**config.mk**
```make
export PLATFORM = sky130hd
export DESIGN_NAME = fifo_wptr_full
export DESIGN_NICKNAME = d
export VERILOG_FILES = /design/src/rtl/fifo_pkg.sv /design/src/rtl/gray2bin_conv.sv /design/src/rtl/fifo_wptr_full.sv
export SDC_FILE = /design/constraint.sdc
export NUM_CORES = 1
export LEC_CHECK = 0
export ABC_AREA = 1
export BUFFER_PORTS_ARGS = -buffer_cell sky130_fd_sc_hd__buf_2
export CAP_MARGIN = 20
export CORE_UTILIZATION = 45
export CTS_CLUSTER_DIAMETER = 120
export DETAILED_ROUTE_END_ITERATION = 8
export PLACE_DENSITY = 0.81
export SYNTH_ARGS = -nofsm -noshare
export SYNTH_HDL_FRONTEND = slang
export SYNTH_SLANG_ARGS = --single-unit
export TNS_END_PERCENT = 30
```
**constraint.sdc**
```tcl
create_clock -name clk -period 2 [get_ports clk]
set_input_delay 0.2 -clock clk [delete_from_list [all_inputs] [get_ports clk]]
set_output_delay 0.2 -clock clk [all_outputs]
set_load 0.1 [all_outputs]
```
**src/rtl/fifo_pkg.sv**
```systemverilog
// Shared helpers for the async FIFO pointer blocks: Gray/binary conversion and depth derivation.
package fifo_pkg;

  localparam int unsigned MAX_PTR_W = 32;

  function automatic int unsigned depth_of(input int unsigned addrsize);
    return 32'(1) << addrsize;
  endfunction

  function automatic logic [MAX_PTR_W-1:0] bin2gray(input logic [MAX_PTR_W-1:0] b);
    return b ^ (b >> 1);
  endfunction

  // Only the low 'width' bits of g are meaningful; higher bits are ignored.
  function automatic logic [MAX_PTR_W-1:0] gray2bin(input logic [MAX_PTR_W-1:0] g,
                                                     input int unsigned width);
    logic [MAX_PTR_W-1:0] b;
    b = '0;
    for (int i = int'(width) - 1; i >= 0; i--) begin
      if (i == int'(width) - 1) b[i] = g[i];
      else                      b[i] = b[i+1] ^ g[i];
    end
    return b;
  endfunction

endpackage

```
**src/rtl/gray2bin_conv.sv**
```systemverilog
// Combinational Gray-to-binary converter: each binary bit is the XOR of all Gray bits at or above it.
module gray2bin_conv #(
  parameter int unsigned W = 5
) (
  input  logic [W-1:0] gray,
  output logic [W-1:0] bin
);

  for (genvar i = 0; i < W; i++) begin : g_bit
    assign bin[i] = ^gray[W-1:i];
  end

endmodule

```
**src/rtl/fifo_wptr_full.sv**
```systemverilog
// Write-domain pointer and status block of the async FIFO: binary RAM address, Gray pointer
// for the read-side synchronizer, and pessimistic full/almost-full/occupancy/overflow status.
module fifo_wptr_full
  import fifo_pkg::*;
#(
  parameter int unsigned ADDRSIZE     = 4,
  parameter int unsigned AFULL_MARGIN = 2
) (
  input  logic                clk,
  input  logic                rst,
  input  logic                winc,
  input  logic [ADDRSIZE:0]   rq2_rptr,
  input  logic                ovf_clr,
  output logic                wen,
  output logic [ADDRSIZE-1:0] waddr,
  output logic [ADDRSIZE:0]   wptr,
  output logic                wfull,
  output logic                walmost_full,
  output logic [ADDRSIZE:0]   wcount,
  output logic                woverflow
);

  localparam int unsigned PW    = ADDRSIZE + 1;
  localparam int unsigned DEPTH = depth_of(ADDRSIZE);
  localparam int unsigned AFULL_LEVEL = DEPTH - AFULL_MARGIN;

  logic [PW-1:0] wbin;
  logic [PW-1:0] wbin_next;
  logic [PW-1:0] wgray_next;
  logic [PW-1:0] rbin;
  logic [PW-1:0] full_gray;
  logic [PW-1:0] occ_next;
  logic          full_next;
  logic          afull_next;
  logic          ovf_next;

  gray2bin_conv #(.W(PW)) u_rptr_conv (
    .gray (rq2_rptr),
    .bin  (rbin)
  );

  assign wen = winc & ~wfull;

  // Next-state: the compare uses the post-write pointer so a write and a read-pointer
  // advance in the same cycle are both reflected.
  always_comb begin
    wbin_next  = wbin + PW'(wen);
    wgray_next = PW'(bin2gray(MAX_PTR_W'(wbin_next)));
    full_gray  = {~rq2_rptr[ADDRSIZE:ADDRSIZE-1], rq2_rptr[ADDRSIZE-2:0]};
    full_next  = (wgray_next == full_gray);
    occ_next   = wbin_next - rbin;
    afull_next = (occ_next >= PW'(AFULL_LEVEL));
    ovf_next   = (winc & wfull) | (woverflow & ~ovf_clr);
  end

  always_ff @(posedge clk or negedge rst) begin
    if (!rst) begin
      wbin         <= '0;
      waddr        <= '0;
      wptr         <= '0;
      wfull        <= 1'b0;
      walmost_full <= 1'b0;
      wcount       <= '0;
      woverflow    <= 1'b0;
    end else begin
      wbin         <= wbin_next;
      waddr        <= wbin_next[ADDRSIZE-1:0];
      wptr         <= wgray_next;
      wfull        <= full_next;
      walmost_full <= afull_next;
      wcount       <= occ_next;
      woverflow    <= ovf_next;
    end
  end

endmodule

```
==> qor.log, run 1 <==
qor: outcome.outcome finished with violations
qor: outcome.violated_checks negative setup slack
qor: yosys.ys_seq_elements 17
qor: floorplanning.ios 27
qor: clocking.cts_inserted_buffers 3
qor: yosys.postSynthCellCount 117
qor: detailed_routing.vias 913
qor: detailed_routing.per_cell_via_count_in_the_routed_design 4.94
qor: worst_hold_path.hp-class input pin to flop
qor: yosys.sequential_area_share_after_synthesis 44.3%
qor: final_layout.most-common-layout-cells nand2_1, buf_2, inv_1, dfrtp_1, nand3_1
qor: critical_path.timing.critical_path.from wfull$_DFF_PN0_
qor: grt.grt_antenna_before_repair 0
qor: floorplanning.die_area 0.00232 mm2
qor: yosys.net_count_after_synthesis 134
qor: critical_path.rr_endpoint walmost_full$_DFF_PN0_
qor: final_layout.final_layout_fill_cell_count 160
qor: yosys.yosys_warnings 0
qor: placement.dp.final_hpwl 1630 um
qor: critical_path.path_max_fanout 4
qor: floorplanning.placementRows 16
qor: detailed_routing.detail_route.drc_violations 0
qor: placement.place_congestion 0.881
qor: grt.grt_overflow 0
qor: timing.hold_viol_final 0
qor: clocking.cts_tree done
qor: floorplanning.die_y 48.2 um
qor: yosys.post_synth.cell_area_avg 8.21 um2
qor: timing.finalSetupViolations 1
qor: final_layout.finalNetCount 176
qor: clocking.cts.path.max_buffers 2
qor: critical_path.worst_r2r_startpoint wfull$_DFF_PN0_
qor: clocking.clock_insertion_delay_worst_skew 0.28 ns
qor: final_layout.layout-drive-gt1-share 36.7%
qor: floorplanning.die_width 48.2 um
qor: placement.io_buffers 26
qor: timing.fmax 494 MHz
qor: worst_hold_path.worst_hold_path.num_cells 2
qor: floorplanning.core-area 0.00198 mm2
qor: detailed_routing.drt_iter0_drc 21
qor: grt.grt_start_max_net_pins 18
qor: critical_path.arrival 2.25 ns
qor: detailed_routing.wl_per_cell 11.0 um
qor: critical_path.worstSetupEndpointType flop
qor: grt.grt_first_pass_wirelength 3010 um
qor: clocking.clk_root_buffer_cell clkbuf_4
qor: critical_path.reg2regPathDepth 12
qor: timing.slew_headroom 67.5%
qor: final_layout.most_common_cell_after_layout_fill_and_taps_aside nand2_1
qor: timing.layout_setup_ws -0.0245 ns
qor: yosys.synth.distinct_cells 15
qor: worst_hold_path.timing.hold.worst.start ovf_clr
qor: grt.grt.total_usage 18.8%
qor: detailed_routing.postRouteAntennaNets 0
qor: timing.unrepaired_setup_endpoints_after_global_routing yes
qor: final_layout.post-route-cell-area 0.00132 mm2
qor: timing.post-route-period-util 101%
qor: clocking.cts.clk_slew.worst_paths 0.09 ns
qor: timing.worstMarginPinSlew 0.490 ns
qor: floorplanning.initial_utilization 48.5%
qor: critical_path.timing.setup.critical_path_class flop to flop
qor: flow_run.cap_viol_max_count 0
qor: yosys.post_synth_instance_area 961 um2
qor: detailed_routing.routed_wire_length 2030 um
qor: final_layout.antenna_cells_inserted 0
qor: final_layout.area_growth_syn_to_layout 37.0%
qor: grt.number_of_global_route_vias_before_repair 762
qor: placement.post_dp_cell_area 0.00124 mm2
qor: clocking.htree_num_levels 1
qor: detailed_routing.drt-pass1-iter-count 4
qor: critical_path.end_of_the_critical_path walmost_full$_DFF_PN0_
qor: timing.drv_slew 0
qor: clocking.tritoncts_num_sinks 17
qor: critical_path.timing.reg2reg.setup_slack -0.02 ns
qor: critical_path.required_time_worst_endpoint 2.22 ns
qor: critical_path.startpoint_types flop
qor: timing.clock_skew 0.00302 ns
qor: timing.timing.final.crit_period 2.02 ns
worst min path at each step:
stage,to,slack [ns]
6_report,woverflow$_DFF_PN0_,0.10
5_1_grt,woverflow$_DFF_PN0_,0.1
4_1_cts,woverflow$_DFF_PN0_,0.10
3_5_place_dp,wptr[2]$_DFF_PN0_,0.13
3_3_place_gp,woverflow$_DFF_PN0_,0.13
2_1_floorplan,waddr[0]$_DFF_PN0_,-0.1
repair_timing:
action                                  4_1_cts  5_1_grt
pin swaps                                     2        1
hold buffers                                  1        0
gates resized for setup                       1        3
endpoints found under the hold margin        17        0
cloned                                        0        0
setup buffers                                 1        2
endpoints found under the setup margin        2        2
cell usage after synthesis, drive strengths merged:
master	count	area share, %
nand2	36	14
a21oi	2	1.0
nor2	6	2.3
o21ai	2	1.0
nor3	1	0.52
xor2	5	5.3
nand4	3	2.0
inv	19	7.4
fa	1	2.1
dfrtp	17	44
nand3b	1	0.78
xnor2	1	1.7
nand3	16	8.3
ha	7	9.1
logic make-up (layout without fill, tap and decap cells):
kind of cell	Yosys count	after routing	synth area share, %
DFF	17	17	44.3
adders and majority gates	8	8	11.2
and+or+nand+nor	63	63	28.0
buffers and inverters	19	60	7.42
AOI/OAI and AO/OA	4	4	2.08
xor gates and xnor gates	6	6	7.03
area by class of cell:
class	count	area [um2]	area share, %
well taps	27	33.8	2.57
repair buffers	37	215	16.3
clock buffers	4	26.3	2.00
inverters	19	71.3	5.42
flip-flops and latches	17	429	32.6
multi-input cells	81	541	41.1
critical path, cell delays in order, from the launching register on:
cell	delay, ns
dfrtp_4	0.49
nor2_4	0.11
ha_4	0.17
ha_4	0.15
nand2_2	0.07
nand2_2	0.08
inv_2	0.05
ha_4	0.28
nand2_1	0.07
o21ai_2	0.13
xor2_1	0.21
nand2_1	0.08
nand3_1	0.07
sequential cells by signal (all words and copies together), names as in the netlist:
name / count
wfull: 1
wptr: 4
woverflow: 1
wbin: 2
wcount: 5
walmost_full: 1
waddr: 3
metrics by stage:
| step | util [%] | hold slack [ns] | setup slack, ns | std cells | TNS, ns |
|---|---|---|---|---|---|
| detailed placement | 62.8 | 0.134 | -0.0533 | 177 | -0.0708 |
| floorplan | - | -0.0956 | -0.624 | 117 | -2.90 |
| global placement | 62.8 | 0.130 | 0.0172 | 177 | 0 |
| CTS | 65.2 | 0.101 | 0.0000679 | 183 | 0 |
| global route | 66.4 | 0.0992 | -0.143 | 185 | -0.246 |
| finish | 66.4 | 0.102 | -0.0245 | 185 | -0.0245 |
layer usage:
layer  track usage (%)  routed length, um  vias to the layer above
met4              8.89                 14                        0
met5                 0                  0                        -
li1                  -                  -                      452
met3              2.59                 80                        2
met2              32.5               1100                       27
met1              22.7                837                      432
Power of run 1 is left out: the tool's default activity adds up to more than one toggle a clock period on the data nets, which glitch-free logic cannot reach.
==> run 2, diff against run 1 <==
SETUP_SLACK_MARGIN = 0.4   (was not set)
==> run 2 against run 1 <==
Effect of this change:
- the flow now finishes without violations
- fmax up 1.5%
- die area unchanged
- core utilization up 6.8 points
- clock skew up 0.00054 ns
- sequential share of layout area down 3.0 points
- clock-buffer cell count unchanged
- register-to-register slack better by 0.03 ns
- flip-flop and latch count unchanged
- largest cell class unchanged
==> qor.log, run 2 (synthesized netlist as in run 1, its figures left out) <==
qor: outcome.outcome finished clean [was finished with violations]
qor: detailed_routing.drt-met1-wl 958 um [was 837 um]
qor: detailed_routing.wl_met2 1180 um [was 1100 um]
qor: final_layout.area_growth_syn_to_layout 50.9% [was 37.0%]
qor: floorplanning.die_width 48.2 um [unchanged]
qor: grt.grt_first_pass_wirelength 3140 um [was 3010 um]
qor: floorplanning.core-area 0.00198 mm2 [unchanged]
qor: final_layout.most_common_cell_after_layout_fill_and_taps_aside nand2_1 [unchanged]
qor: grt.number_of_global_route_vias_before_repair 793 [was 762]
qor: detailed_routing.wl_per_cell 11.8 um [was 11.0 um]
qor: final_layout.register_area 429 um2 [unchanged]
qor: timing.slew_headroom 67.4% [was 67.5%]
qor: floorplanning.die_y 48.2 um [unchanged]
qor: timing.layout_setup_ws 0.00581 ns [was -0.0245 ns]
qor: clocking.clock_insertion_delay_worst_skew 0.28 ns [about the same]
qor: floorplanning.placementRows 16 [unchanged]
qor: placement.preCtsSetupSlack -0.0533 ns [unchanged]
qor: final_layout.largest_registers wcount: 5 flops, wptr: 4 flops, waddr: 3 flops [unchanged]
qor: detailed_routing.postRouteAntennaNets 0 [unchanged]
qor: final_layout.final_layout_fill_cell_count 136 [was 160]
qor: clocking.cts_inserted_buffers 3 [unchanged]
qor: clocking.cts.clk_slew.worst_paths 0.10 ns [was 0.09 ns]
qor: detailed_routing.detail_route.drc_violations 0 [unchanged]
qor: detailed_routing.per_cell_via_count_in_the_routed_design 5.09 [was 4.94]
qor: timing.tns 0 ns [was -0.0245 ns]
qor: timing.unrepaired_setup_endpoints_after_global_routing yes [unchanged]
qor: final_layout.finalNetCount 184 [was 176]
qor: detailed_routing.drt-pass1-iter-count 4 [unchanged]
qor: grt.grt.total_usage 19.6% [was 18.8%]
qor: detailed_routing.met3WireLength 113 um [was 80 um]
qor: timing.timing.final.crit_period 1.99 ns [was 2.02 ns]
qor: timing.fmax 501 MHz [was 494 MHz]
qor: floorplanning.initial_utilization 48.5% [unchanged]
qor: timing.hold_viol_final 0 [unchanged]
qor: timing.worstMarginPinSlew 0.493 ns [was 0.490 ns]
qor: critical_path.timing.setup.critical_path_class flop to flop [unchanged]
qor: timing.drv_slew 0 [unchanged]
qor: final_layout.antenna_cells_inserted 0 [unchanged]
qor: timing.post-route-period-util 99.7% [was 101%]
qor: timing.clock_skew 0.00356 ns [was 0.00302 ns]
qor: placement.io_buffers 26 [unchanged]
qor: critical_path.startpoint_types flop [unchanged]
qor: clocking.tritoncts_num_sinks 17 [unchanged]
qor: final_layout.layout-drive-gt1-share 47.0% [was 36.7%]
qor: critical_path.required_time_worst_endpoint 2.17 ns [was 2.22 ns]
qor: grt.grt_antenna_before_repair 0 [unchanged]
qor: clocking.clk_root_buffer_cell clkbuf_4 [unchanged]
qor: critical_path.reg2regPathDepth 13 [was 12]
qor: timing.finalSetupViolations 0 [was 1]
qor: detailed_routing.routed_wire_length 2280 um [was 2030 um]
qor: grt.grt_start_max_net_pins 18 [unchanged]
qor: critical_path.worstSetupEndpointType flop [unchanged]
qor: flow_run.cap_viol_max_count 0 [unchanged]
qor: final_layout.largest_register wcount [unchanged]
qor: final_layout.combined_area_of_the_multi_input_logic_cells 611 um2 [was 541 um2]
qor: worst_hold_path.worst_hold_path.num_cells 2 [unchanged]
qor: clocking.htree_num_levels 1 [unchanged]
qor: floorplanning.ios 27 [unchanged]
qor: final_layout.most-common-layout-cells nand2_1, buf_2, buf_4, dfrtp_1, inv_1 [was nand2_1, buf_2, inv_1, dfrtp_1, nand3_1]
qor: detailed_routing.vias 983 [was 913]
qor: floorplanning.die_area 0.00232 mm2 [unchanged]
qor: clocking.cts_tree done [unchanged]
qor: placement.place_congestion 0.881 [unchanged]
qor: clocking.cts.path.max_buffers 2 [unchanged]
qor: placement.dp.final_hpwl 1630 um [unchanged]
qor: critical_path.arrival 2.17 ns [was 2.25 ns]
qor: critical_path.path_max_fanout 4 [unchanged]
qor: detailed_routing.drt_iter0_drc 23 [was 21]
qor: worst_hold_path.hp-class input pin to flop [unchanged]
qor: detailed_routing.highest_layer met4 [unchanged]
qor: grt.grt_overflow 0 [unchanged]
qor: final_layout.max_ffs_per_register 5 [unchanged]
## run 2: changes by cell type in the layout (fill, tap and decap cells not counted), moves of 3 or more
cell,before,now
buf_4,10,17
nand2_1,33,29
nand3_1,15,11
inv_1,17,14
inv_2,2,5
nand2_4,0,3
nand3_2,1,4
## run 2: what timing repair did
item                                    4_1_cts  5_1_grt
endpoints found under the setup margin        6        8
hold buffers                                  1        0
endpoints found under the hold margin        17        0
gates resized for setup                       7       16
setup buffers                                10        1
pin swaps                                    10       17
## run 2: final timing paths
path / from / endpoint / slack, ns
min in group asynchronous: rst / wptr[2]$_DFF_PN0_ / 0.35
hold / removal: ovf_clr / woverflow$_DFF_PN0_ / 0.09
setup reg to reg: wfull$_DFF_PN0_ / walmost_full$_DFF_PN0_ / 0.006
hold reg to reg: woverflow$_DFF_PN0_ / woverflow$_DFF_PN0_ / 0.53
setup / recovery: wfull$_DFF_PN0_ / walmost_full$_DFF_PN0_ / 0.006
max in group asynchronous: rst / wfull$_DFF_PN0_ / 1.36
## run 2: per-layer routing
metal	track usage [%]	vias to the layer above
met1	23.9	468
met3	2.59	6
met5	0	-
li1	-	469
met2	34.1	40
met4	8.89	0
## run 2: layout make-up
class | instances | share of cell area [%]
multi-input combinational | 81 | 42.1
tap | 27 | 2.33
timing repair buffer | 45 | 19.2
clock buffer | 4 | 1.81
inverter | 19 | 4.92
sequential | 17 | 29.6
## run 2: metrics by stage
stage,cell area (um2),std cells,utilization (%),hold WS (ns)
6_report,1450,193,73.2,0.0929
5_1_grt,1450,193,73.2,0.100
4_1_cts,1370,192,69.3,0.101
3_5_place_dp,1240,177,62.8,0.134
3_3_place_gp,1240,177,62.8,0.130
2_1_floorplan,1030,117,-,-0.0956
## run 2: worst max-delay path: stages (launching register included)
cell and delay [ns]:
dfrtp_4 0.50, nor2_4 0.11, ha_4 0.15, ha_4 0.15
inv_2 0.05, nand2_4 0.07, nand2_4 0.06, inv_2 0.07
ha_4 0.22, a21oi_4 0.12, o21ai_2 0.07, xor2_1 0.17
nand2_1 0.07, nand3_1 0.06
Power of run 2 is left out for the same reason.
==> run 3, diff against run 2 <==
MAX_ROUTING_LAYER = met4   (was not set)
PLACE_DENSITY = 0.73   (was 0.81)
==> run 3 against run 2 <==
Effect of this change:
- the flow now finishes with violations (negative setup slack)
- clock-buffer cell count unchanged
- sequential share of layout area up 0.71 points
- register-to-register slack worse by 0.03 ns
- critical path type unchanged
==> qor.log, run 3 (synthesized netlist as in run 1, its figures left out) <==
qor: timing.timing.final.crit_period 2.02 ns [was 1.99 ns]
qor: worst_hold_path.hp-class input pin to flop [unchanged]
qor: final_layout.max_ffs_per_register 5 [unchanged]
qor: floorplanning.core-area 0.00198 mm2 [unchanged]
qor: clocking.clock_insertion_delay_worst_skew 0.30 ns [was 0.28 ns]
qor: final_layout.finalNetCount 185 [was 184]
qor: timing.slew_headroom 67.8% [was 67.4%]
qor: floorplanning.initial_utilization 48.5% [unchanged]
qor: critical_path.required_time_worst_endpoint 2.21 ns [was 2.17 ns]
qor: clocking.tritoncts_num_sinks 17 [unchanged]
qor: worst_hold_path.hold_path_end woverflow$_DFF_PN0_ [unchanged]
qor: detailed_routing.drt_iter0_drc 33 [was 23]
qor: critical_path.timing.reg2reg.setup_slack -0.02 ns [was 0.006 ns]
qor: critical_path.startpoint_types flop [unchanged]
qor: detailed_routing.per_cell_via_count_in_the_routed_design 4.96 [was 5.09]
qor: floorplanning.placementRows 16 [unchanged]
qor: final_layout.antenna_cells_inserted 0 [unchanged]
qor: outcome.outcome finished with violations [was finished clean]
qor: placement.place_congestion 0.787 [was 0.881]
qor: floorplanning.die_area 0.00232 mm2 [unchanged]
qor: grt.grt_most_used_layer met2 [unchanged]
qor: timing.layout_setup_ws -0.0204 ns [was 0.00581 ns]
qor: outcome.violated_checks negative setup slack
qor: critical_path.arrival 2.23 ns [was 2.17 ns]
qor: floorplanning.die_y 48.2 um [unchanged]
qor: grt.grt_overflow 0 [unchanged]
qor: detailed_routing.wl_per_cell 12.6 um [was 11.8 um]
qor: floorplanning.die_width 48.2 um [unchanged]
qor: timing.worstMarginPinSlew 0.487 ns [was 0.493 ns]
qor: placement.io_buffers 26 [unchanged]
qor: grt.grt_antenna_before_repair 0 [unchanged]
qor: clocking.cts.clk_slew.worst_paths 0.11 ns [was 0.10 ns]
qor: grt.number_of_global_route_vias_before_repair 817 [was 793]
qor: timing.finalSetupViolations 2 [was 0]
qor: critical_path.worstSetupEndpointType flop [unchanged]
qor: final_layout.most-common-layout-cells nand2_1, buf_2, buf_4, inv_1, dfrtp_1 [was nand2_1, buf_2, buf_4, dfrtp_1, inv_1]
qor: timing.unrepaired_setup_endpoints_after_global_routing yes [unchanged]
qor: clocking.cts_tree done [unchanged]
qor: timing.clock_skew 0.00767 ns [was 0.00356 ns]
qor: flow_run.cap_viol_max_count 0 [unchanged]
qor: final_layout.layout-drive-gt1-share 44.3% [was 47.0%]
qor: detailed_routing.detail_route.drc_violations 0 [unchanged]
qor: critical_path.rr_endpoint wcount[3]$_DFF_PN0_ [was walmost_full$_DFF_PN0_]
qor: detailed_routing.vias 963 [was 983]
qor: critical_path.reg2regPathDepth 12 [was 13]
qor: timing.tns -0.0386 ns [was 0 ns]
qor: detailed_routing.postRouteAntennaNets 0 [unchanged]
qor: grt.grt.total_usage 23.0% [was 19.6%]
qor: grt.grt_use_met3 3.33% [was 2.59%]
qor: placement.dp.final_hpwl 1720 um [was 1630 um]
qor: grt.grt.met1_usage 28.0% [was 23.9%]
qor: final_layout.largest_register wcount [unchanged]
qor: critical_path.worst_r2r_startpoint wfull$_DFF_PN0_ [unchanged]
qor: critical_path.timing.setup.critical_path_class flop to flop [unchanged]
qor: critical_path.path_max_fanout 4 [unchanged]
qor: final_layout.area_growth_syn_to_layout 47.4% [was 50.9%]
qor: grt.grt_start_max_net_pins 18 [unchanged]
qor: detailed_routing.routed_wire_length 2450 um [was 2280 um]
qor: timing.drv_slew 0 [unchanged]
qor: grt.global_route.usage.met2 37.6% [was 34.1%]
qor: timing.post-route-period-util 101% [was 99.7%]
qor: floorplanning.ios 27 [unchanged]
qor: worst_hold_path.worst_hold_path.num_cells 2 [unchanged]
qor: clocking.cts_inserted_buffers 3 [unchanged]
qor: grt.grt_first_pass_wirelength 3530 um [was 3140 um]
qor: final_layout.most_common_cell_after_layout_fill_and_taps_aside nand2_1 [unchanged]
qor: clocking.htree_num_levels 1 [unchanged]
qor: final_layout.largest_registers wcount: 5 flops, wptr: 4 flops, waddr: 3 flops [unchanged]
qor: worst_hold_path.timing.hold.worst.start ovf_clr [unchanged]
qor: timing.fmax 495 MHz [was 501 MHz]
qor: clocking.clk_root_buffer_cell clkbuf_4 [unchanged]
qor: clocking.cts.path.max_buffers 2 [unchanged]
qor: detailed_routing.drt-pass1-iter-count 4 [unchanged]
qor: timing.hold_viol_final 0 [unchanged]
[run 3: cell count changes in the layout (fill, tap and decap cells not counted), moves of 2 or more]
cell and change:
buf_4 +2, nand3_2 -2, inv_1 +2, nand2_4 -3
nand3_1 +3, nand2_2 +3, inv_2 -2
[run 3: cell type report]
class                      instances  area (um2)
multi-input combinational         81         573
inverter                          19        71.3
clock buffer                       4        26.3
tap                               27        33.8
timing repair buffer              46         283
fill                             151         566
sequential                        17         429
[run 3: stage by stage]
stage	setup slack, ns	instances	util [%]	area, um2	hold slack [ns]
global placement	0.00595	177	62.8	1240	0.142
detailed placement	-0.0583	177	62.8	1240	0.142
global route	-0.115	194	71.5	1420	0.113
floorplan	-0.624	117	-	1030	-0.0956
finish	-0.0204	194	71.5	1420	0.109
CTS	-0.00302	190	68.7	1360	0.107
[run 3: worst max-delay path by stage]
| stage | depth (start not counted) | slack, ns | endpoint | startpoint |
|---|---|---|---|---|
| floorplan | 12 | -0.62 | walmost_full$_DFF_PN0_ | wfull$_DFF_PN0_ |
| global placement | 10 | 0.006 | walmost_full$_DFF_PN0_ | rq2_rptr[4] |
| detailed placement | 10 | -0.06 | walmost_full$_DFF_PN0_ | rq2_rptr[4] |
| CTS | 14 | -0.003 | walmost_full$_DFF_PN0_ | wfull$_DFF_PN0_ |
| global route | 12 | -0.11 | walmost_full$_DFF_PN0_ | wfull$_DFF_PN0_ |
| finish | 12 | -0.02 | wcount[3]$_DFF_PN0_ | wfull$_DFF_PN0_ |
[run 3: metal layers]
metal  up-vias  share of wire, %
met4         0               1.0
met2        36                55
met3         4               4.5
met1       453                40
li1        470                 -
met5         -                 0
[run 3: repair_timing]
action | 4_1_cts | 5_1_grt
hold endpoints to repair | 17 | 0
pin swaps | 6 | 5
endpoints found under the setup margin | 6 | 9
hold buffers | 1 | 0
resized for setup | 7 | 5
setup buffers | 8 | 4
[run 3: worst max-delay path: stages, from the launching register on]
cell     delay (ns)
dfrtp_4        0.50
nor2_4         0.12
ha_4           0.17
ha_4           0.14
inv_1          0.04
nand2_2        0.07
nand2_2        0.07
inv_2          0.07
ha_4           0.21
a21oi_2        0.15
o21ai_2        0.09
xor2_1         0.16
buf_4          0.14
Power of run 3 is left out for the same reason.
